### config.mk
export PLATFORM = sky130hd
export DESIGN_NAME = alu_arbiter
export DESIGN_NICKNAME = d
export VERILOG_FILES = /design/src/rtl/alu_arbiter_pkg.sv /design/src/rtl/alu_arbiter_alu.sv /design/src/rtl/alu_arbiter.sv
export SDC_FILE = /design/constraint.sdc
export NUM_CORES = 1
export LEC_CHECK = 0
export ABC_AREA = 0
export BUFFER_PORTS_ARGS = -buffer_cell sky130_fd_sc_hd__buf_2
export CAP_MARGIN = 25
export CORE_MARGIN = 3
export CORE_UTILIZATION = 42
export CTS_CLUSTER_DIAMETER = 80
export DETAILED_ROUTE_END_ITERATION = 8
export PLACE_DENSITY = 0.69
export SLEW_MARGIN = 20
export SYNTH_ARGS = -nofsm -noshare
export SYNTH_HDL_FRONTEND = slang
export SYNTH_SLANG_ARGS = --single-unit
### constraint.sdc
create_clock -name clk -period 3.8 [get_ports clk]
set_input_delay 0.76 -clock clk [delete_from_list [all_inputs] [get_ports clk]]
set_output_delay 0.76 -clock clk [all_outputs]
set_load 0.005 [all_outputs]
### src/rtl/alu_arbiter_pkg.sv
// Shared definitions for the two-requester ALU arbiter: ALU function codes,
// FSM state encoding and the round-robin grant helper.
package alu_arbiter_pkg;

  localparam logic [2:0] FUNC_ADD    = 3'd0;
  localparam logic [2:0] FUNC_SUB    = 3'd1;
  localparam logic [2:0] FUNC_AND    = 3'd2;
  localparam logic [2:0] FUNC_OR     = 3'd3;
  localparam logic [2:0] FUNC_NOR    = 3'd4;
  localparam logic [2:0] FUNC_XOR    = 3'd5;
  localparam logic [2:0] FUNC_SLTU   = 3'd6;
  localparam logic [2:0] FUNC_PASS_B = 3'd7;

  typedef enum logic [1:0] {
    ST_IDLE = 2'd0,
    ST_EXEC = 2'd1,
    ST_RESP = 2'd2
  } state_t;

  // Under contention the requester that did not win last time gets the grant.
  function automatic logic pick_grant(input logic valid0, input logic valid1,
                                      input logic last_grant);
    if (valid0 && valid1) return ~last_grant;
    return valid1;
  endfunction

endpackage

### src/rtl/alu_arbiter_alu.sv
// Purely combinational ALU shared by both requesters; results wrap modulo
// 2^SIZE and the zero flag reflects the produced result.
module alu_arbiter_alu
  import alu_arbiter_pkg::*;
#(
  parameter int SIZE = 32
) (
  input  logic [SIZE-1:0] a,
  input  logic [SIZE-1:0] b,
  input  logic [2:0]      func,
  output logic [SIZE-1:0] result,
  output logic            zero
);

  always_comb begin
    result = '0;
    unique case (func)
      FUNC_ADD:    result = a + b;
      FUNC_SUB:    result = a - b;
      FUNC_AND:    result = a & b;
      FUNC_OR:     result = a | b;
      FUNC_NOR:    result = ~(a | b);
      FUNC_XOR:    result = a ^ b;
      FUNC_SLTU:   result = SIZE'(a < b);
      FUNC_PASS_B: result = b;
      default:     result = '0;
    endcase
  end

  assign zero = (result == '0);

endmodule

### src/rtl/alu_arbiter.sv
// Two-requester round-robin front end for a single ALU with exactly one
// operation in flight: accept in IDLE, compute in EXEC, hold result in RESP.
module alu_arbiter
  import alu_arbiter_pkg::*;
#(
  parameter int SIZE = 32
) (
  input  logic            clk,
  input  logic            reset,

  input  logic            req0_valid,
  output logic            req0_ready,
  input  logic [SIZE-1:0] req0_a,
  input  logic [SIZE-1:0] req0_b,
  input  logic [2:0]      req0_func,

  input  logic            req1_valid,
  output logic            req1_ready,
  input  logic [SIZE-1:0] req1_a,
  input  logic [SIZE-1:0] req1_b,
  input  logic [2:0]      req1_func,

  output logic            resp_valid,
  input  logic            resp_ready,
  output logic            resp_id,
  output logic [SIZE-1:0] resp_out,
  output logic            resp_zero,
  output logic            busy
);

  state_t state;
  state_t next_state;

  logic            last_grant;
  logic            grant_id;
  logic            any_valid;
  logic            accept;

  logic [SIZE-1:0] op_a;
  logic [SIZE-1:0] op_b;
  logic [2:0]      op_func;
  logic            op_id;

  logic [SIZE-1:0] alu_result;
  logic            alu_zero;

  assign any_valid = req0_valid | req1_valid;
  assign grant_id  = pick_grant(req0_valid, req1_valid, last_grant);
  assign accept    = (state == ST_IDLE) && any_valid && !reset;

  always_ff @(posedge clk) begin
    if (reset) state <= ST_IDLE;
    else       state <= next_state;
  end

  always_comb begin
    next_state = state;
    unique case (state)
      ST_IDLE: if (any_valid)  next_state = ST_EXEC;
      ST_EXEC:                 next_state = ST_RESP;
      ST_RESP: if (resp_ready) next_state = ST_IDLE;
      default:                 next_state = ST_IDLE;
    endcase
  end

  // Reset forces readies low even though the state register still shows IDLE.
  always_comb begin
    req0_ready = 1'b0;
    req1_ready = 1'b0;
    resp_valid = 1'b0;
    busy       = 1'b0;
    unique case (state)
      ST_IDLE: begin
        req0_ready = accept && (grant_id == 1'b0);
        req1_ready = accept && (grant_id == 1'b1);
      end
      ST_EXEC: busy = 1'b1;
      ST_RESP: begin
        busy       = 1'b1;
        resp_valid = 1'b1;
      end
      default: busy = 1'b1;
    endcase
  end

  // Operands are captured only on the accept cycle, so later requester
  // activity cannot disturb the operation in flight.
  always_ff @(posedge clk) begin
    if (reset) begin
      op_a       <= '0;
      op_b       <= '0;
      op_func    <= FUNC_ADD;
      op_id      <= 1'b0;
      last_grant <= 1'b1;
    end else if (accept) begin
      op_a       <= grant_id ? req1_a    : req0_a;
      op_b       <= grant_id ? req1_b    : req0_b;
      op_func    <= grant_id ? req1_func : req0_func;
      op_id      <= grant_id;
      last_grant <= grant_id;
    end
  end

  always_ff @(posedge clk) begin
    if (reset) begin
      resp_out  <= '0;
      resp_zero <= 1'b0;
      resp_id   <= 1'b0;
    end else if (state == ST_EXEC) begin
      resp_out  <= alu_result;
      resp_zero <= alu_zero;
      resp_id   <= op_id;
    end
  end

  alu_arbiter_alu #(
    .SIZE(SIZE)
  ) u_alu (
    .a     (op_a),
    .b     (op_b),
    .func  (op_func),
    .result(alu_result),
    .zero  (alu_zero)
  );

  a_ready_onehot: assert property (@(posedge clk) !(req0_ready && req1_ready));
  a_ready0_valid: assert property (@(posedge clk) req0_ready |-> req0_valid);
  a_ready1_valid: assert property (@(posedge clk) req1_ready |-> req1_valid);
  a_resp_stable:  assert property (@(posedge clk) disable iff (reset)
                    (resp_valid && !resp_ready) |=>
                    (resp_valid && $stable(resp_out) && $stable(resp_id) && $stable(resp_zero)));

endmodule
# After elaboration in Yosys (flattened, before gate mapping)
# Index checks and enable logic that the tools add are counted.
op_classes:
  add_sub_neg: 2
  n_lt_le_gt_ge: 1
  eq_ne: 11
  muxes: 14
  bitwise_logic: 7
  reduce_logical: 10
ops:
  columns: ["operator", "n"]
  rows:
  - ["32-bit one-hot mux with 8 select lines", 1]
  - ["32-bit 2-to-1 mux", 2]
  - ["32-bit adder", 1]
  - ["32-bit AND", 1]
  - ["32-bit logical NOT", 1]
  - ["32-bit < comparator", 1]
  - ["32-bit NOT", 1]
  - ["32-bit OR", 1]
  - ["32-bit subtractor", 1]
  - ["32-bit bitwise XOR", 1]
  - ["3-bit equality test (second input constant)", 4]
  - ["1-bit 2-to-1 mux", 7]
  - ["3-bit by 2-bit equality test with 1-bit output (second input constant)", 2]
  - ["2-bit one-hot mux with 3 select lines", 1]
  - ["1-bit logical AND", 5]
  - ["2-bit 2-to-1 mux", 2]
  - ["2-bit inequality test (second input constant)", 2]
  - ["3-bit by 1-bit equality test with 1-bit output (second input constant)", 1]
  - ["3-bit logical NOT", 1]
  - ["3-bit 2-to-1 mux", 1]
  - ["2-bit by 1-bit equality test with 1-bit output (second input constant)", 1]
  - ["2-bit equality test (second input constant)", 1]
  - ["2-bit logical NOT", 1]
  - ["1-bit NOT", 2]
  - ["3 further kinds", 3]
word_totals:
  reg_bits: 105
  in_bits: 139
  output_inout_bits: 38

# Logic depth before layout (Yosys ltp)
logic_depth:
  ltp_word: 6
  depth_mapped: 15
  ltp_nobuf: 14

# Hierarchy
# A second synthesis with hierarchy kept.
unflattened:
  hier_cells: 1375
  hier_area_um2: 10176.0
modules_own_cells:
  columns: ["mod", "n_inst", "cells_each", "area_each_um2", "seq_area_each_um2"]
  rows:
  - ["alu_arbiter_alu", 1, 937, 6074.6, 0.0]
  - ["alu_arbiter", 1, 438, 4101.4, 2102.0]

# Least setup slack after synthesis
# Ideal clock, no wire load.
synth_path:
  kind: "register -> register"
  startpoint: "reg op_a[0]"
  endpoint: "reg resp_zero"
  arrival_time_ps: 3379
  required_ps: 3716
  slack_ps: 337
  path_stages_with_launch: 15
  path_buffers: 0
  period_less_slack_ps: 3463
  cell_sequence: "dfxtp_1 > inv_1 > ha_1 > fa_1 > o21bai_1 > nand3_1 > and2_1 > a221o_1 > a21oi_1 > nand4_1 > or4_1 > or4_1 > nor4_2 > nand4b_1 > o31ai_2"
synth_between:
  elab_chain_len: 4
  word_cells_on_any_way: 9
  cone_classes: "add/sub (2); order compare (1); mux (1); bitwise (4); reduce/logical (1)"
synth_lines:
  columns: ["item", "line_no", "rtl"]
  rows:
  - ["from (decl)", "alu_arbiter.sv:39", "logic [SIZE-1:0] op_a;"]
  - ["from (signal assigned)", "alu_arbiter.sv:96", "op_a <= grant_id ? req1_a : req0_a;"]
  - ["branches (longest 2 deep; another with 32-bit subtractor)", null, null]
  - ["32-bit one-hot mux with 8 select lines (*)", "alu_arbiter_alu.sv:17", "unique case (func)"]
  - ["32-bit logical NOT (*)", "alu_arbiter_alu.sv:30", "assign zero = (result == '0);"]
  - ["to (signal assigned)", "alu_arbiter.sv:111", "resp_zero <= alu_zero;"]
  - ["to (decl)", "alu_arbiter.sv:27", "output logic resp_zero,"]
# Mark *: on every way between the ends.
# A chain may end at the register's enable or synchronous reset.

# Worst setup path in the final report
layout_path:
  startpoint: "reg op_b[15]"
  endpoint: "reg resp_zero"
layout_between:
  elab_chain_len: 4
  word_cells_on_any_way: 9
  cone_classes: "add/sub (2); order compare (1); mux (1); bitwise (4); reduce/logical (1)"
layout_lines:
  columns: ["item", "line_no", "rtl"]
  rows:
  - ["from (decl)", "alu_arbiter.sv:40", "logic [SIZE-1:0] op_b;"]
  - ["from (signal assigned)", "alu_arbiter.sv:97", "op_b <= grant_id ? req1_b : req0_b;"]
  - ["branches (longest 2 deep; another with 32-bit subtractor)", null, null]
  - ["32-bit one-hot mux with 8 select lines (*)", "alu_arbiter_alu.sv:17", null]
  - ["32-bit logical NOT (*)", "alu_arbiter_alu.sv:30", null]
# Marked as above.

==> reports/results.txt <==
Worst path cell trace = inv_1 -> ha_1 -> nor2_1 -> nand2_1 -> a311o_1 -> a2111oi_0 -> buf_4 -> o21ai_1 -> a21oi_1 -> buf_4 -> o211ai_1 -> or4_4 -> nor4_2 -> nand4b_1 -> o31ai_2
Ys flop type = dfxtp_1
Latest clock arrival within the worst-skew pair = 0.37 ns
Gpl congestion = 1.03
Crit path time final = 3.89 ns
First DRT Iteration DRCs = 1575
Setup-failing EPs final = 1
Sw Pwr = 2.63 mW
Yosys warning count = 0
Placement Cell Area = 12700 µm²
Clock Power Share = 16.5%
Slew headroom = 38.2%
Max Cap Viol = 0
Post-synthesis register bit count = 105
Failing checks = negative setup slack
DR pass1 iterations = 6
DRT antenna net count = 0
Clock Sinks = 105
Cell taking the most area after synthesis = dfxtp_1
Slowest-stage cell, CP = a2111oi_0
Logic pwr share = 60.1%
DRC Markers = 0
Async set or reset register ratio after synthesis = 0%
Fin. max-slew vios = 0
Most frequent CP cell = buf_4
Post-CTS setup buffers = 0
Total Power = 5.74 mW
Sw Share = 45.8%
Fmax = 257 MHz
Detailed placer's ending HPWL = 31900 µm
Synth area leaders = dfxtp_1 (20%), ha_1 (11%), mux2i_1 (7.6%)
Crit-path max FO = 4
Die area = 27400 µm²
H-tree Lvls = 3
Synth Cell Area = 10700 µm²
Antenna diode count = 0
Unrepaired setup endpoints after global routing = true
DR top layer = met4
Count of cell types in the netlist = 91
Final worst setup slack = -0.0911 ns
CTS Buf Count = 9
GRT overflow = 0
Cell Rows = 57
M1 wire length = 18700 µm
Top post-synthesis cells by count = nor2_1 (190), dfxtp_1 (105), nand2_1 (105)
Critical Path Sink Type = register
Number of global-route vias before repair = 11157
Post-Syn Nets = 1704
DRT Wirelength = 39500 µm
Initial antenna violation count = 0
Wire per inst = 19.6 µm
Starting Density = 43.4%
Routed wl met2 = 15800 µm
CTS tree = yes
Filler Cell Count = 2414
Arr. time, crit path = 4.17 ns
Worst hold path type = register to register
Yosys top cell area share = 19.6%
Routed vias/inst = 5.96
Worst Path Required = 4.08 ns
I/O pin count = 177
Vias = 12050
Sequential share of power = 23.4%
IO buf count = 176
Period utilisation layout = 102%
Family with the most delay on the worst path = compound AO/OA/AOI/OAI gates
Post-Place Cells = 2005
Clk buf depth = 2
Mapped Avg Cell Area = 7.30 µm²
Leak = 5.78 nW
EDFF count, synth = 0
Outcome = finished, violations left
Crit path kind = register to register
Largest net degree at the start of global routing = 136
Non-Filler Instances = 2021
Seq/Total Area, Yosys = 19.6%
Share of cells above drive strength 1 = 23.3%
Setup Skew = 0.0131 ns
Worst path max stage delay = 0.71 ns
Height of the die = 166 µm
GRT Overall Usage = 27.5%
Global-route wire length before repair = 61700 µm
Pwr/cell area = 439 nW/µm²
Die span in x = 166 µm
Cts hold-fix bufs = 0
Clock Tree Root = clkbuf_16
Routed wl met3 = 4400 µm
Mapped Cells = 1467
Worst Tran Pin Value = 0.927 ns
Final layout net count = 1929
CP startpoint kind = register
Area grow syn2layout = 22.3%
Post-route cell area = 13100 µm²
CP Buf/Inv Count = 3
Area of the core = 24700 µm²
Maximum vdd ir drop = 0.176 mV
Worst-path clk slew = 0.07 ns
Post-Place Worst Slack = -0.162 ns
Final hold violation count = 0
Internal Pwr Total = 3.11 mW
Most frequent cell after synthesis = nor2_1
cells by family (layout without fill, tap and decap cells):
family	after synthesis	count (layout)	share of synthesized area [%]
buf+inv	219	449	8.14
xor+xnor	9	9	0.737
simple gates	469	469	20.6
compound gates	483	483	31.4
mux	84	84	7.89
flops	105	105	19.6
fa+ha+maj	98	98	11.6
power groups by stage:
stage	combinational, mW	sequential (mW)	clock, mW
floorplan	2.04	1.36	0
global placement	3.27	1.36	0
detailed placement	3.31	1.37	0
CTS	3.34	1.34	0.966
global route	3.74	1.36	1.01
finish	3.45	1.35	0.949
metal layers:
| metal | vias to the layer above | GRT usage (%) |
|---|---|---|
| li1 | 5790 | - |
| met1 | 5579 | 41.6 |
| met2 | 635 | 39.0 |
| met3 | 46 | 6.39 |
| met4 | 0 | 7.09 |
| met5 | - | 0 |
flip-flops by register name, indices dropped and copies added, names as in the netlist:
name        flops
last_grant      1
op_func         3
resp_out       32
state           2
op_id           1
resp_zero       1
resp_id         1
op_b           32
op_a           32
worst reg2reg max path, stage by stage, from the launching register on:
cell and delay [ns]:
dfxtp_1 0.33, inv_1 0.06, ha_1 0.34, nor2_1 0.17, nand2_1 0.08, a311o_1 0.39, a2111oi_0 0.71, buf_4 0.22
o21ai_1 0.10, a21oi_1 0.18, buf_4 0.15, o211ai_1 0.08, or4_4 0.50, nor4_2 0.16, nand4b_1 0.14, o31ai_2 0.22
per-stage QoR:
| step | hold WS, ns | utilization (%) | TNS, ns |
|---|---|---|---|
| 3_3_place_gp | 0.439 | 51.6 | -0.124 |
| 6_report | 0.456 | 53.0 | -0.0911 |
| 4_1_cts | 0.455 | 52.9 | -0.0116 |
| 2_1_floorplan | 0.432 | - | 0 |
| 5_1_grt | 0.485 | 53.0 | -0.195 |
| 3_5_place_dp | 0.445 | 51.6 | -0.162 |
cell type report:
| class | count | area [µm²] | share of cell area, % |
|---|---|---|---|
| multi-input combinational | 1143 | 7820 | 59.7 |
| inverter | 105 | 394 | 3.01 |
| sequential | 105 | 2100 | 16.1 |
| timing repair buffer | 328 | 2070 | 15.9 |
| clock buffer | 10 | 239 | 1.83 |
| clock inverter | 6 | 51.3 | 0.392 |
| tap | 324 | 405 | 3.10 |
layout by cell type (no fill, tap or decap), types with 9 or more instances in the layout:
master       n
ha_1        95
inv_1      101
nor4_1      12
nand2_1    105
nor2_1     189
nand2b_1    16
a21o_1      16
dfxtp_1    103
a211oi_1   102
a21oi_1    101
buf_4      149
o21ai_0     66
o22ai_1     12
a22oi_1     14
o211ai_1    20
o31ai_1     10
nor3_1      33
o221ai_1    11
a31oi_1     16
buf_2      175
clkbuf_16    9
nand4_1     16
nor2b_1     23
mux2i_1     81
nand3_1     23
worst paths after layout:
| path | start | cells after the start | slack (ns) | to |
|---|---|---|---|---|
| min reg2reg | resp_out[22] | 2 | 0.46 | resp_out[22] |
| max reg2reg | op_b[15] | 15 | -0.09 | resp_zero |
| max | op_b[15] | 15 | -0.09 | resp_zero |
| min | resp_out[22] | 2 | 0.46 | resp_out[22] |
timing repair:
item                                    in CTS  in global routing
endpoints found under the setup margin       1                  2
resized for setup                            7                  6
pin swaps                                    1                  0
Power figures use the tool's default switching activity.
